[config.mk]
export PLATFORM = sky130hd
export DESIGN_NAME = mod_counter_ctrl
export DESIGN_NICKNAME = d
export VERILOG_FILES = /design/src/rtl/mod_counter_ctrl.sv
export SDC_FILE = /design/constraint.sdc
export NUM_CORES = 1
export LEC_CHECK = 0
export CAP_MARGIN = 0
export CORE_MARGIN = 2
export CORE_UTILIZATION = 53
export DETAILED_ROUTE_END_ITERATION = 10
export PLACE_DENSITY = 0.82
export SLEW_MARGIN = 10
export SYNTH_ARGS = -nofsm -noshare
export SYNTH_HDL_FRONTEND = slang
export SYNTH_SLANG_ARGS = --single-unit
export TNS_END_PERCENT = 10
[constraint.sdc]
create_clock -name clk -period 5.2 [get_ports clk]
set_input_delay 1.04 -clock clk [delete_from_list [all_inputs] [get_ports clk]]
set_output_delay 1.04 -clock clk [all_outputs]
set_load 0.02 [all_outputs]
[src/rtl/mod_counter_ctrl.sv]
// Programmable modulus counter controller: accepts (N, reps) commands, counts 0..N-1, pulses wrap/done.
// Optional macro MCC_PAUSE_EN adds a pause input that holds the run.
module mod_counter_ctrl #(
  parameter int WIDTH = 3,
  parameter int REPW  = 4
) (
  input  logic             clk,
  input  logic             reset,
  input  logic             cmd_valid,
  output logic             cmd_ready,
  input  logic [WIDTH-1:0] cmd_mod,
  input  logic [REPW-1:0]  cmd_reps,
  input  logic             stop,
`ifdef MCC_PAUSE_EN
  input  logic             pause,
`endif
  output logic [WIDTH-1:0] count,
  output logic             wrap,
  output logic             done,
  output logic             busy
);

  typedef enum logic {IDLE, RUN} state_t;

  state_t           state_q, state_d;
  logic [WIDTH-1:0] count_q, count_d;
  logic [WIDTH-1:0] term_q, term_d;
  logic [REPW-1:0]  reps_q, reps_d;
  logic [REPW-1:0]  wcnt_q, wcnt_d;
  logic             wrap_q, wrap_d;
  logic             done_q, done_d;
  logic [REPW-1:0]  wcntInc;
  logic             holdRun;

  assign wcntInc = wcnt_q + 1'b1;

`ifdef MCC_PAUSE_EN
  assign holdRun = pause;
`else
  assign holdRun = 1'b0;
`endif

  always_ff @(posedge clk) begin
    if (reset) begin
      state_q <= IDLE;
      count_q <= '0;
      term_q  <= '0;
      reps_q  <= '0;
      wcnt_q  <= '0;
      wrap_q  <= 1'b0;
      done_q  <= 1'b0;
    end else begin
      state_q <= state_d;
      count_q <= count_d;
      term_q  <= term_d;
      reps_q  <= reps_d;
      wcnt_q  <= wcnt_d;
      wrap_q  <= wrap_d;
      done_q  <= done_d;
    end
  end

  // Modulus 0 maps to all-ones terminal because N-1 wraps naturally in WIDTH bits.
  always_comb begin
    state_d = state_q;
    count_d = count_q;
    term_d  = term_q;
    reps_d  = reps_q;
    wcnt_d  = wcnt_q;
    wrap_d  = 1'b0;
    done_d  = 1'b0;
    unique case (state_q)
      IDLE: begin
        count_d = '0;
        if (cmd_valid) begin
          term_d  = cmd_mod - 1'b1;
          reps_d  = cmd_reps;
          wcnt_d  = '0;
          state_d = RUN;
        end
      end
      RUN: begin
        if (stop) begin
          count_d = '0;
          state_d = IDLE;
        end else if (holdRun) begin
          count_d = count_q;
        end else if (count_q != term_q) begin
          count_d = count_q + 1'b1;
        end else begin
          count_d = '0;
          wrap_d  = 1'b1;
          if (reps_q != '0 && wcntInc == reps_q) begin
            done_d  = 1'b1;
            state_d = IDLE;
          end else begin
            wcnt_d = wcntInc;
          end
        end
      end
      default: state_d = IDLE;
    endcase
  end

  assign busy      = (state_q == RUN);
  assign cmd_ready = !busy;
  assign count     = count_q;
  assign wrap      = wrap_q;
  assign done      = done_q;

endmodule

Yosys cells after proc, flatten, opt, wreduce, memory -nomap -nowiden

Index checks and enable logic that the tools add are counted.

Reduce and logical (&&, ||, !) cells: 7
Add/sub/neg operators: 3
Bitwise gates (word level): 1
Equality and inequality tests: 6
Muxes and demuxes: 15
Divide/modulo/power cells: 0
Shift operators: 0
$lt $le $gt $ge: 0
$mul: 0

Operator list:

| operator              | number |
|---|---|
| $mux W4               | 4 |
| $ne A2 B2 Y1 const B  | 4 |
| $pmux W4 S2           | 1 |
| $mux W1               | 6 |
| $mux W3               | 2 |
| $pmux W3 S2           | 1 |
| $add A4 B1 Y4 const B | 1 |
| $eq A4 B4 Y1          | 1 |
| $reduce_and A4 Y1     | 1 |
| $reduce_bool A4 Y1    | 1 |
| $reduce_or A4 Y1      | 1 |
| $add A3 B1 Y3 const B | 1 |
| $ne A3 B3 Y1          | 1 |
| $reduce_or A3 Y1      | 1 |
| $sub A3 B1 Y3 const B | 1 |
| $pmux W1 S2           | 1 |
| $reduce_and A2 Y1     | 1 |
| $logic_and A1 B1 Y1   | 1 |
| $logic_not A1 Y1      | 1 |
| $not A1 Y1            | 1 |

Bits in registers: 17
Bits in latches: 0
Memories kept: 0
Memory bits (read-only): 0
RAM bits: 0

Depth between registers and ports, before layout

Depth after elaboration: 7
Mapped depth: 7

Worst setup path before layout

No wires, ideal clock.

Path kind: input-to-reg
From: input port stop
To: register wcnt_q[0]
Arrival time: 1,922 ps
Stages: 5
Path slack: 3,164 ps
Path through: nand2b_1 > and4b_1 > nor2_1 > a21oi_2 > a2bb2o_4

Word-level cells in the longest chain between the ends: 2

RTL lines:

| element                     | line | source |
|---|---|---|
| start: declaration          | 13   | `input logic stop,` |
| $ne A2 B2 Y1 (no line)      | -    |  |
| $reduce_and A4 Y1 (no line) | -    |  |
| end signal: assignment      | 57   | `wcnt_q <= wcnt_d;` |
| end: declaration            | 29   | `logic [REPW-1:0] wcnt_q, wcnt_d;` |

Every way passes these cells.
A chain may end at the register's enable or synchronous reset.

Worst setup path after layout

From: input port cmd_valid
To: register wcnt_q[0]

Word-level cells in the longest chain between the ends: 2

RTL lines:

| element                     | line | source |
|---|---|---|
| start: declaration          | 9    | `input logic cmd_valid,` |
| $ne A2 B2 Y1 (no line)      | -    |  |
| $reduce_and A4 Y1 (no line) | -    |  |

Every way passes these cells.

==> flow_metrics.env <==
export IMPL_outcome="finished clean"
export IMPL_drv_slew=0
export IMPL_drtAntennaViolNets=0
export IMPL_cts_resized=0
export IMPL_startpoint_type="primary input"
export IMPL_layout_cells_non_filler=133
export IMPL_synth_edf_count=0
export IMPL_rr_worst_depth=6
export IMPL_final_setup_viol_count=0
export IMPL_drt_wl_total_um=1700
export IMPL_postCtsHoldBufs=0
export IMPL_cts_setup_buffers=0
export IMPL_seq_area_um2=340
export IMPL_cp_arrival_ps=2770
export IMPL_ys_seq_area_share_pct=37.3
export IMPL_required_ps=5400
export IMPL_tightest_slew_ps=805
export IMPL_synth_top_area_share_pct=37.3
export IMPL_fin_area_mm2=0.00111
export IMPL_path_delay_family="simple AND/OR/NAND/NOR gates"
export IMPL_cp_cell_sequence="clkdlybuf4s50_1, nor2b_1, nor3_1, a21oi_2, a2bb2o_4"
export IMPL_ir_drop_mv=0.207
export IMPL_synth_area_um2=913
export IMPL_pwr_density_cell_mw_per_mm2=241
export IMPL_wl_per_cell_um=12.8
export IMPL_tritoncts="done"
export IMPL_r2r_start="wcnt_q[0]$_SDFFE_PP0P_"
export IMPL_die_width_um=45.5
export IMPL_slew_headroom_pct=46.2
export IMPL_clk_latency_ps=290
export IMPL_drive_gt1_share_pct=11.1
export IMPL_yosys_warnings=0
export IMPL_nNetsFinal=132
export IMPL_hold_viol_final=0
export IMPL_hpwlAfterDp_um=1310
export IMPL_synthFlopType="dfxtp_1"
export IMPL_cp_end_kind="register"
export IMPL_period_share_pct=49.5
export IMPL_drc=0
export IMPL_placed_cell_area_mm2=0.00108
export IMPL_max_freq_mhz=389
export IMPL_async_reset_ff_share_pct=0
export IMPL_cts_root_buf="clkbuf_4"
export IMPL_most_common_layout_cells="dfxtp_1 (17), clkdlybuf4s50_1 (17), nand2_1 (10), nor2_1 (9), xnor2_1 (8)"
export IMPL_antenna_found_initial=0
export IMPL_grt_pass1_vias=769
export IMPL_endpoint="wcnt_q[0]$_SDFFE_PP0P_"
export IMPL_grt_overflow=0
export IMPL_htree_num_levels=1
export IMPL_syn_mean_instance_area_um2=9.13
export IMPL_numPortBuffers=17
export IMPL_clk_pin_slew_ps=100
export IMPL_fillers=116
export IMPL_routed_via_density=5.75
export IMPL_grt_max_degree=19
export IMPL_initial_core_util_pct=58.6
export IMPL_rsz0062_at_grt="no"
export IMPL_synth_area_leaders="dfxtp_1 (37%), xnor2_1 (7.7%), ha_1 (4.1%)"
export IMPL_num_vias=765
export IMPL_cap_violations=0
export IMPL_setup_tns_ps=0
export IMPL_r2r_slack_ps=3390
export IMPL_critical_path_class="primary input to register"
export IMPL_drt_iter0_drc=13
export IMPL_first_pass_iters=5
export IMPL_die_h_um=45.5
export IMPL_placedCellCount=129
export IMPL_crit_start="cmd_valid"
export IMPL_fp_row_count=14
export IMPL_ys_ff_latch=17
export IMPL_synthToLayoutAreaGrowth_pct=21.6
export IMPL_slowest_delay_ps=650
export IMPL_ios=18
export IMPL_core_mm2=0.00156
export IMPL_cp_num_buf_inv=1
export IMPL_synth_top_area_cell="dfxtp_1"
export IMPL_p_leak_uw=0.000401
export IMPL_numCtsBuffers=3
export IMPL_cts_buffer_depth=2
export IMPL_postLayoutCoreUtil_pct=71.3
export IMPL_critPathSlowestCell="nor2b_1"
export IMPL_hold_ws_ps=496
export IMPL_dieArea_mm2=0.00207
export IMPL_period_needed_ps=2570
export IMPL_place_congestion=0.754
export IMPL_cts_sinks=17
export IMPL_crit_fanout=13
export IMPL_grt_first_pass_wirelength_um=3150
export IMPL_postSynthCellCount=100
export IMPL_syn_nets=114
export IMPL_yosys_cell_types_count=36
export IMPL_diodes=0
export IMPL_clock_skew_ps=5.59
export IMPL_multi_input_comb_area_um2=536
export IMPL_path_depth=5
export IMPL_min_path_type="register to register"
export IMPL_grt_usage_pct=20.9
export IMPL_timing_rr_end="wcnt_q[0]$_SDFFE_PP0P_"
where the power goes:
part	total, µW	internal [µW]	switching, µW
clock network	73.8	29.2	44.6
registers	141	136	5.51
logic	52.4	25.9	26.5
metrics by stage:
stage | power (µW) | setup slack (ps)
after floorplan | 181 | 3160
after detailed placement | 197 | 2320
after global routing | 282 | 2460
final | 267 | 2630
after global placement | 195 | 2370
after CTS | 269 | 2640
worst min path at each step:
stage / from / to / slack (ps) / cells past startpoint
5_1_grt: reps_q[2]$_SDFFE_PP0P_ / reps_q[2]$_SDFFE_PP0P_ / 530 / 2
3_3_place_gp: count[0]$_SDFF_PP0_ / count[0]$_SDFF_PP0_ / 460 / 1
6_report: reps_q[2]$_SDFFE_PP0P_ / reps_q[2]$_SDFFE_PP0P_ / 500 / 2
3_5_place_dp: reps_q[2]$_SDFFE_PP0P_ / reps_q[2]$_SDFFE_PP0P_ / 480 / 2
4_1_cts: reps_q[2]$_SDFFE_PP0P_ / reps_q[2]$_SDFFE_PP0P_ / 500 / 2
2_1_floorplan: reps_q[2]$_SDFFE_PP0P_ / reps_q[2]$_SDFFE_PP0P_ / 460 / 2
synth_stat cells, types with 2 or more instances:
library cell  count
ha_1              3
nand3b_1          2
or2_1             2
clkbuf_1          3
inv_1             3
nor2b_1           2
a211oi_1          3
xnor2_1           8
a21oi_1           4
nor3b_1           3
nand2_1          10
o211ai_1          2
nor3_1            4
dfxtp_1          17
nand2b_1          5
nor2_1            9
sequential cells by signal, summed over array words and instances, names as in the netlist:
| signal | cells |
|---|---|
| wrap | 1 |
| wcnt_q | 4 |
| count | 3 |
| reps_q | 4 |
| term_q | 3 |
| done | 1 |
| busy | 1 |
cell families (layout without fill, tap and decap cells):
group | count (synthesis) | after routing | synth area share (%)
AOI/OAI and AO/OA | 16 | 16 | 13.8
and+or+nand+nor | 43 | 43 | 25.1
adders and majority gates | 3 | 3 | 4.11
muxes | 3 | 3 | 5.20
buffers and inverters | 8 | 25 | 4.11
DFF | 17 | 17 | 37.3
xor gates and xnor gates | 10 | 10 | 10.4
worst min-delay path, delay by kind of cell (launching register included):
family / cells / cell delay, ps
flip-flops: 1 / 350
AND/OR/NAND/NOR: 1 / 60
AO/OA/AOI/OAI: 1 / 50
final cells by class:
type,instances,area share [%]
multi-input cells,75,48.2
flip-flops and latches,17,30.6
repair buffers,17,15.3
clock buffers,3,2.03
well taps,16,1.80
inverters,4,1.35
clock inverters,1,0.676
metal layers:
layer / GRT usage [%] / share of wire [%] / vias up
li1: - / - / 377
met1: 26.0 / 45 / 357
met2: 34.6 / 49 / 27
met3: 3.57 / 4.2 / 4
met4: 10.0 / 1.4 / 0
met5: 0 / 0 / -
(Power assumes the default switching activity.)
